### config.mk
export PLATFORM = sky130hd
export DESIGN_NAME = tetris_line_clear_ctrl
export DESIGN_NICKNAME = d
export VERILOG_FILES = /design/src/rtl/tetris_line_clear_ctrl.sv
export SDC_FILE = /design/constraint.sdc
export NUM_CORES = 1
export LEC_CHECK = 0
export ABC_CLOCK_PERIOD_IN_PS = 2750
export CAP_MARGIN = 20
export CORE_MARGIN = 2
export CORE_UTILIZATION = 48
export DETAILED_ROUTE_END_ITERATION = 6
export GPL_TIMING_DRIVEN = 0
export HOLD_SLACK_MARGIN = 0.15
export PLACE_DENSITY = 0.87
export SYNTH_ARGS = -nofsm -noshare
export SYNTH_HDL_FRONTEND = slang
export SYNTH_SLANG_ARGS = --single-unit
### constraint.sdc
create_clock -name clk -period 2.75 [get_ports clk]
set_input_delay 0.55 -clock clk [delete_from_list [all_inputs] [get_ports clk]]
set_output_delay 0.55 -clock clk [all_outputs]
set_load 0.005 [all_outputs]
### src/rtl/tetris_line_clear_ctrl.sv
// tetris_line_clear_ctrl
// Compacts the playfield after a piece locks. It scans the row store from
// bottom to top, drops every full row and shifts the surviving rows down in a
// single pass. It then zero-fills the vacated top rows and reports the number
// of lines cleared. Running line and score totals are kept here as well.
// Optional feature macro: TETRIS_SCORE_EN. When it is defined, the score
// accumulates base[n] * (level + 1). When it is undefined, score reads 0.
module tetris_line_clear_ctrl #(
    parameter int ROWS   = 20,
    parameter int COLS   = 10,
    parameter int ADDR_W = 5
) (
    input  logic              clk,
    input  logic              reset_n,
    input  logic              start,
    input  logic [3:0]        level,
    output logic              busy,
    output logic              done,
    output logic [ADDR_W-1:0] row_rd_addr,
    input  logic [COLS-1:0]   row_rd_data,
    output logic              row_wr_en,
    output logic [ADDR_W-1:0] row_wr_addr,
    output logic [COLS-1:0]   row_wr_data,
    output logic [2:0]        lines_cleared,
    output logic [15:0]       total_lines,
    output logic [19:0]       score
);

    typedef enum logic [1:0] {
        IDLE = 2'd0,
        SCAN = 2'd1,
        FILL = 2'd2,
        DONE = 2'd3
    } state_t;

    localparam logic [ADDR_W-1:0] LAST_ROW = ADDR_W'(ROWS - 1);

    state_t            state_reg, state_next;
    logic [ADDR_W-1:0] rd_ptr_reg, rd_ptr_next;
    logic [ADDR_W-1:0] wr_ptr_reg, wr_ptr_next;
    logic [ADDR_W:0]   n_reg, n_next;
    logic              row_full;

    logic [2:0]        lines_cleared_reg, lines_cleared_next;
    logic [15:0]       total_lines_reg, total_lines_next;
    logic [16:0]       total_sum;
    logic [19:0]       score_reg, score_next;

    assign row_full = &row_rd_data;

    // Control state: FSM state, read/write row pointers, and the count of full rows.
    always_ff @(posedge clk or negedge reset_n) begin
        if (!reset_n) begin
            state_reg  <= IDLE;
            rd_ptr_reg <= LAST_ROW;
            wr_ptr_reg <= LAST_ROW;
            n_reg      <= '0;
        end else begin
            state_reg  <= state_next;
            rd_ptr_reg <= rd_ptr_next;
            wr_ptr_reg <= wr_ptr_next;
            n_reg      <= n_next;
        end
    end

    // Next-state logic and row-port drive. Ports are 0 unless the state uses them.
    always_comb begin
        state_next  = state_reg;
        rd_ptr_next = rd_ptr_reg;
        wr_ptr_next = wr_ptr_reg;
        n_next      = n_reg;
        busy        = (state_reg != IDLE);
        done        = 1'b0;
        row_rd_addr = '0;
        row_wr_en   = 1'b0;
        row_wr_addr = '0;
        row_wr_data = '0;
        case (state_reg)
            IDLE: begin
                if (start) begin
                    state_next  = SCAN;
                    rd_ptr_next = LAST_ROW;
                    wr_ptr_next = LAST_ROW;
                    n_next      = '0;
                end
            end
            SCAN: begin
                row_rd_addr = rd_ptr_reg;
                if (row_full) begin
                    n_next = n_reg + (ADDR_W + 1)'(1);
                end else begin
                    // A row already in place needs no write. This holds until the first full row.
                    if (wr_ptr_reg != rd_ptr_reg) begin
                        row_wr_en   = 1'b1;
                        row_wr_addr = wr_ptr_reg;
                        row_wr_data = row_rd_data;
                    end
                    wr_ptr_next = wr_ptr_reg - ADDR_W'(1);
                end
                if (rd_ptr_reg == '0) begin
                    state_next = (n_next != '0) ? FILL : DONE;
                end else begin
                    rd_ptr_next = rd_ptr_reg - ADDR_W'(1);
                end
            end
            FILL: begin
                // wr_ptr enters FILL at n-1, so this state zeros exactly n top rows.
                row_wr_en   = 1'b1;
                row_wr_addr = wr_ptr_reg;
                row_wr_data = '0;
                wr_ptr_next = wr_ptr_reg - ADDR_W'(1);
                if (wr_ptr_reg == '0) begin
                    state_next = DONE;
                end
            end
            DONE: begin
                done       = 1'b1;
                state_next = IDLE;
            end
            default: begin
                state_next = IDLE;
            end
        endcase
    end

    // Saturating statistics, updated once per pass while in DONE.
    always_comb begin
        lines_cleared_next = lines_cleared_reg;
        total_lines_next   = total_lines_reg;
        total_sum          = {1'b0, total_lines_reg} + 17'(n_reg);
        if (state_reg == DONE) begin
            lines_cleared_next = (n_reg > (ADDR_W + 1)'(7)) ? 3'd7 : n_reg[2:0];
            total_lines_next   = total_sum[16] ? 16'hFFFF : total_sum[15:0];
        end
    end

`ifdef TETRIS_SCORE_EN
    logic [10:0] base_pts;
    logic [15:0] pts;
    logic [20:0] score_sum;

    // Points for this pass: base[n] * (level+1), added to the score with saturation.
    always_comb begin
        case (n_reg)
            (ADDR_W + 1)'(0): base_pts = 11'd0;
            (ADDR_W + 1)'(1): base_pts = 11'd40;
            (ADDR_W + 1)'(2): base_pts = 11'd100;
            (ADDR_W + 1)'(3): base_pts = 11'd300;
            default:          base_pts = 11'd1200;
        endcase
        pts        = 16'(base_pts) * 16'({1'b0, level} + 5'd1);
        score_sum  = {1'b0, score_reg} + 21'(pts);
        score_next = score_reg;
        if (state_reg == DONE) begin
            score_next = score_sum[20] ? 20'hFFFFF : score_sum[19:0];
        end
    end
`else
    logic unused_level;

    // Scoring is compiled out, so level has no effect here.
    always_comb begin
        unused_level = ^level;
        score_next   = '0;
    end
`endif

    // Statistic registers.
    always_ff @(posedge clk or negedge reset_n) begin
        if (!reset_n) begin
            lines_cleared_reg <= '0;
            total_lines_reg   <= '0;
            score_reg         <= '0;
        end else begin
            lines_cleared_reg <= lines_cleared_next;
            total_lines_reg   <= total_lines_next;
            score_reg         <= score_next;
        end
    end

    assign lines_cleared = lines_cleared_reg;
    assign total_lines   = total_lines_reg;
    assign score         = score_reg;

endmodule

Yosys cells after proc, flatten, opt, wreduce, memory -nomap -nowiden

Cells that the tools add are included.

Add/sub/neg operators: 4
$lt $le $gt $ge: 1
Equal/unequal tests: 9
Mux-type cells: 27
Reduce and logical (&&, ||, !) cells: 12

Operator list:

| cell                | number |
|---|---|
| $mux 10             | 3 |
| $mux 5              | 6 |
| $pmux 5 s2          | 2 |
| $mux 6              | 3 |
| $add 16x6->17       | 1 |
| $mux 16             | 1 |
| $pmux 5 s3          | 1 |
| $pmux 6 s2          | 1 |
| $logic_not 5->1     | 2 |
| $ne 2x2->1 const B  | 5 |
| $reduce_and 10->1   | 1 |
| $sub 5x1->5 const B | 2 |
| $reduce_and 3->1    | 3 |
| $pmux 2 s4          | 1 |
| $add 6x1->6 const B | 1 |
| $gt 6x3->1 const B  | 1 |
| $mux 2              | 3 |
| $reduce_bool 6->1   | 1 |
| $ne 5x5->1          | 1 |
| $eq 2x2->1 const B  | 2 |
| $mux 1              | 4 |
| $reduce_bool 2->1   | 2 |
| $mux 3              | 1 |
| $reduce_bool 3->1   | 1 |
| 4 further kinds     | 4 |

Register bits: 37
Bits of input ports: 17
Output and inout port bits: 62
Word-level logic and storage cells: 59

Longest topological paths before layout

Depth after elaboration: 7
Depth in mapped cells: 8
Depth with buffers taken out: 7

Least setup slack after synthesis

Ideal clock, no wire load.

Kind: register to register
Start point: register total_lines_reg[0] (netlist: total_lines[0])
End point: register total_lines_reg[8] (netlist: total_lines[8])
Setup time: 125 ps
Data arrival time: 2041 ps
Required time: 2625 ps
Setup slack: 584 ps
Cell stages (with the launch flop): 9
Path buffers: 1
Period minus slack after synthesis: 2166 ps
Cell sequence: dfrtp_1 -> ha_1 -> fa_1 -> a21oi_1 -> o21ai_0 -> a21o_1 -> clkbuf_1 -> nand4_1 -> mux2_2

Longest elaborated chain between the ends: 2

Ends and longest elaborated chain:

| item                   | line | RTL |
|---|---|---|
| start, declared        | 45   | `logic [15:0] total_lines_reg, total_lines_next;` |
| start signal, assigned | 176  | `total_lines_reg <= total_lines_next;` |
| $add 16x6->17          | 130  | `total_sum = {1'b0, total_lines_reg} + 17'(n_reg);` |
| $mux 16                | 133  | `total_lines_next = total_sum[16] ? 16'hFFFF : total_sum[15:0];` |

Every way passes these cells.
A chain may end at the register's enable or synchronous reset.

Worst setup path after layout

Start point: input port row_rd_data[9]
End point: output port row_wr_data[8]

Longest elaborated chain between the ends: 3

Ends and longest elaborated chain:

| item              | line | RTL |
|---|---|---|
| start, declared   | 20   | `input logic [COLS-1:0] row_rd_data,` |
| $reduce_and 10->1 | 49   | `assign row_full = &row_rd_data;` |
| $mux 10           | 89   | `if (row_full) begin` |
| $mux 10           | 78   | `case (state_reg)` |
| end, declared     | 23   | `output logic [COLS-1:0] row_wr_data,` |

Every way passes these cells.

==> flow_metrics.tcl <==
set metrics [dict create \
    outcome "completed" \
    grt_max_degree 38 \
    critical_path_class "in -> out" \
    drv_slew 0 \
    pwr-share-seq_pct 27.6 \
    p_leak_nw 1.75 \
    dieArea_mm2 0.00624 \
    required_ps 2200 \
    worstPathMaxFanout 4 \
    p_sw_mw 1.27 \
    synth.avg_cell_area_um2 8.71 \
    gr-usage-met3_pct 4.09 \
    fin_skew_ps 3.32 \
    vias 2498 \
    ys.flop_type "dfrtp_1" \
    hpwl_um 4530 \
    min_period_ps 2680 \
    arrival_ps 2130 \
    holdWs_ps 352 \
    place.gp.congestion 0.864 \
    crit_path_end_kind "output pin" \
    startpoint_type "input pin" \
    fp-row-count 27 \
    diodes 0 \
    cts_tree "done" \
    die_height_um 79.0 \
    finalCritPeriodShare_pct 97.3 \
    fillCellCount 480 \
    path_clk_slew_ps 80 \
    yosysWarnings 0 \
    fin_cells 471 \
    place_area_mm2 0.00340 \
    grt_pass1_wl_um 10400 \
    grtUsageMet2_pct 35.3 \
    async_reset_ff_share_pct 100 \
    synthMostInstantiatedCell "dfrtp_1" \
    antenna_found_initial 0 \
    antenna_left 0 \
    synthTopCellsByArea "dfrtp_1 (29%), ha_1 (7.4%), dfstp_2 (5.8%)" \
    numPortBuffers 54 \
    fmax_mhz 374 \
    core_mm2 0.00547 \
    synth-edff-count 0 \
    wl_per_cell_um 13.2 \
    drive_above_1_share_pct 17.8 \
    grt_util_all_layers_pct 20.7 \
    comb_power_share_pct 60.1 \
    start_util_pct 49.3 \
    synth_cell_type_count 54 \
    post-route-drc-count 0 \
    p_clk_share_pct 12.3 \
    min_path_type "in -> async" \
    setup_viol 0 \
    ios 79 \
    dpl.cell_count 455 \
    cts_max_path_buffers 2 \
    relSlewSlack_pct 44.5 \
    dr.pass1.iters 4 \
    cts-buffers-inserted 5 \
    peakVddDrop_uv 829 \
    top_usage_layer "met2" \
    routed_via_density 5.30 \
    grt_pass1_vias 2368 \
    wl_um 6200 \
    worst_pin_slew_ps 833 \
    clkLatencyLatePin_ps 290 \
    synth_area_mm2 0.00270 \
    largest_reg_flops 16 \
    grt_overflow_total 0 \
    die_x_um 79.0 \
    yosysSeqAreaShare_pct 34.6 \
    yosys-top-cells-count "dfrtp_1 (31), nor2_1 (29), buf_4 (21)" \
    use_met1_pct 25.9 \
    drtIter0Drc 82 \
    hold_viol 0 \
    postCtsHoldBufs 0 \
    clockRootBuffer "clkbuf_8" \
    clkSinkCount 37 \
    yosysTopAreaCellShare_pct 28.7 \
    syn-instance-count 310 \
    pwr_density_cell_mw_per_mm2 861 \
    maxCapViolCount 0 \
    nets 432 \
    post-route-cell-area_mm2 0.00360 \
    yosysTopAreaCell "dfrtp_1" \
    h-tree-depth 2 \
    p_int_mw 1.83 \
    switching_share_pct 40.9 \
    synth_seq_cells 37 \
    area_growth_pct 33.2 \
]
-- final cells by class --
type | count | area [um^2] | share of cell area (%)
plain buffers | 32 | 224 | 6.23
clock buffers | 5 | 68.8 | 1.91
clock inverters | 3 | 17.5 | 0.487
inverters | 18 | 80.1 | 2.23
multi-input cells | 241 | 1610 | 44.6
flip-flops and latches | 37 | 933 | 26.0
well taps | 72 | 90.1 | 2.51
repair buffers | 63 | 577 | 16.0
-- path summary, 6_finish.rpt --
path | from | endpoint | slack [ps] | cells after the start
setup / recovery | row_rd_data[9] | row_wr_data[8] | 70 | 7
hold / removal | reset_n | total_lines[0]$_DFFE_PN0P_ | 350 | 1
setup reg to reg | total_lines[0]$_DFFE_PN0P_ | total_lines[13]$_DFFE_PN0P_ | 330 | 8
hold reg to reg | lines_cleared[1]$_DFFE_PN0P_ | lines_cleared[1]$_DFFE_PN0P_ | 530 | 2
max in group asynchronous | reset_n | wr_ptr_reg[2]$_DFFE_PN0P_ | 1870 | 1
min in group clk | lines_cleared[1]$_DFFE_PN0P_ | lines_cleared[1]$_DFFE_PN0P_ | 530 | 2
-- layout by cell type, fill, tap and decap left out, types with 4 or more instances in the layout --
cell type and instances:
inv_1 16, and2_1 11, xor2_1 4, dlygate4sd2_1 16
clkbuf_1 8, buf_6 4, mux2_2 4, and3_1 5
mux2i_1 6, a21oi_1 14, conb_1 20, clkbuf_2 4
nand3_1 12, dfstp_2 6, clkbuf_8 6, nand2_1 19
o21ai_0 15, clkdlybuf4s50_1 29, xnor2_1 7, a31oi_1 18
nor2_1 29, dfrtp_1 31, nand4_1 5, buf_4 28
ha_1 16, nor2b_1 5
-- critical path: stages --
cell and delay [ps]:
clkdlybuf4s50_1 430, nand2_2 90, nor3_4 50, a311oi_4 420, clkbuf_8 220, and2_1 120, dlygate4sd2_1 230
-- power by group through the flow --
stage / registers [mW] / clock network (mW) / logic (mW)
detailed placement: 0.860 / 0 / 1.63
global placement: 0.855 / 0 / 1.58
floorplan: 0.835 / 0 / 0.962
finish: 0.854 / 0.381 / 1.86
CTS: 0.848 / 0.386 / 1.82
global route: 0.871 / 0.415 / 2.07
-- per-layer routing --
layer  share of wire, %  vias to the layer above
met5                  0                        -
met4                1.5                        0
met3                4.7                       12
met2                 50                       74
met1                 43                     1169
li1                   -                     1243
-- through the flow --
| step | setup TNS, ps | setup WS (ps) | power (mW) | util [%] |
|---|---|---|---|---|
| finish | 0 | 74.8 | 3.10 | 65.7 |
| global route | -20.8 | -12.1 | 3.35 | 65.7 |
| CTS | 0 | 1.88 | 3.05 | 65.6 |
| detailed placement | -9790 | -763 | 2.49 | 62.0 |
| global placement | -9390 | -726 | 2.43 | 62.1 |
| floorplan | 0 | 584 | 1.80 | - |
-- kinds of logic (layout without fill, tap and decap cells) --
group,count (synthesis),in the layout,synth area share (%)
other,1,20,0.139
xor gates and xnor gates,11,11,3.57
and+or+nand+nor,109,109,21.1
adders and majority gates,17,17,8.16
DFF,37,37,34.6
AOI/OAI and AO/OA,74,74,18.2
buffers and inverters,51,121,10.3
muxes,10,10,3.89
-- what timing repair did --
action                     in CTS  in global routing
setup endpoints to repair      18                 16
gates cloned                    1                  0
buffers inserted                8                  1
pin swaps                       4                  4
gates resized for setup        44                 12
(Power assumes the default switching activity.)
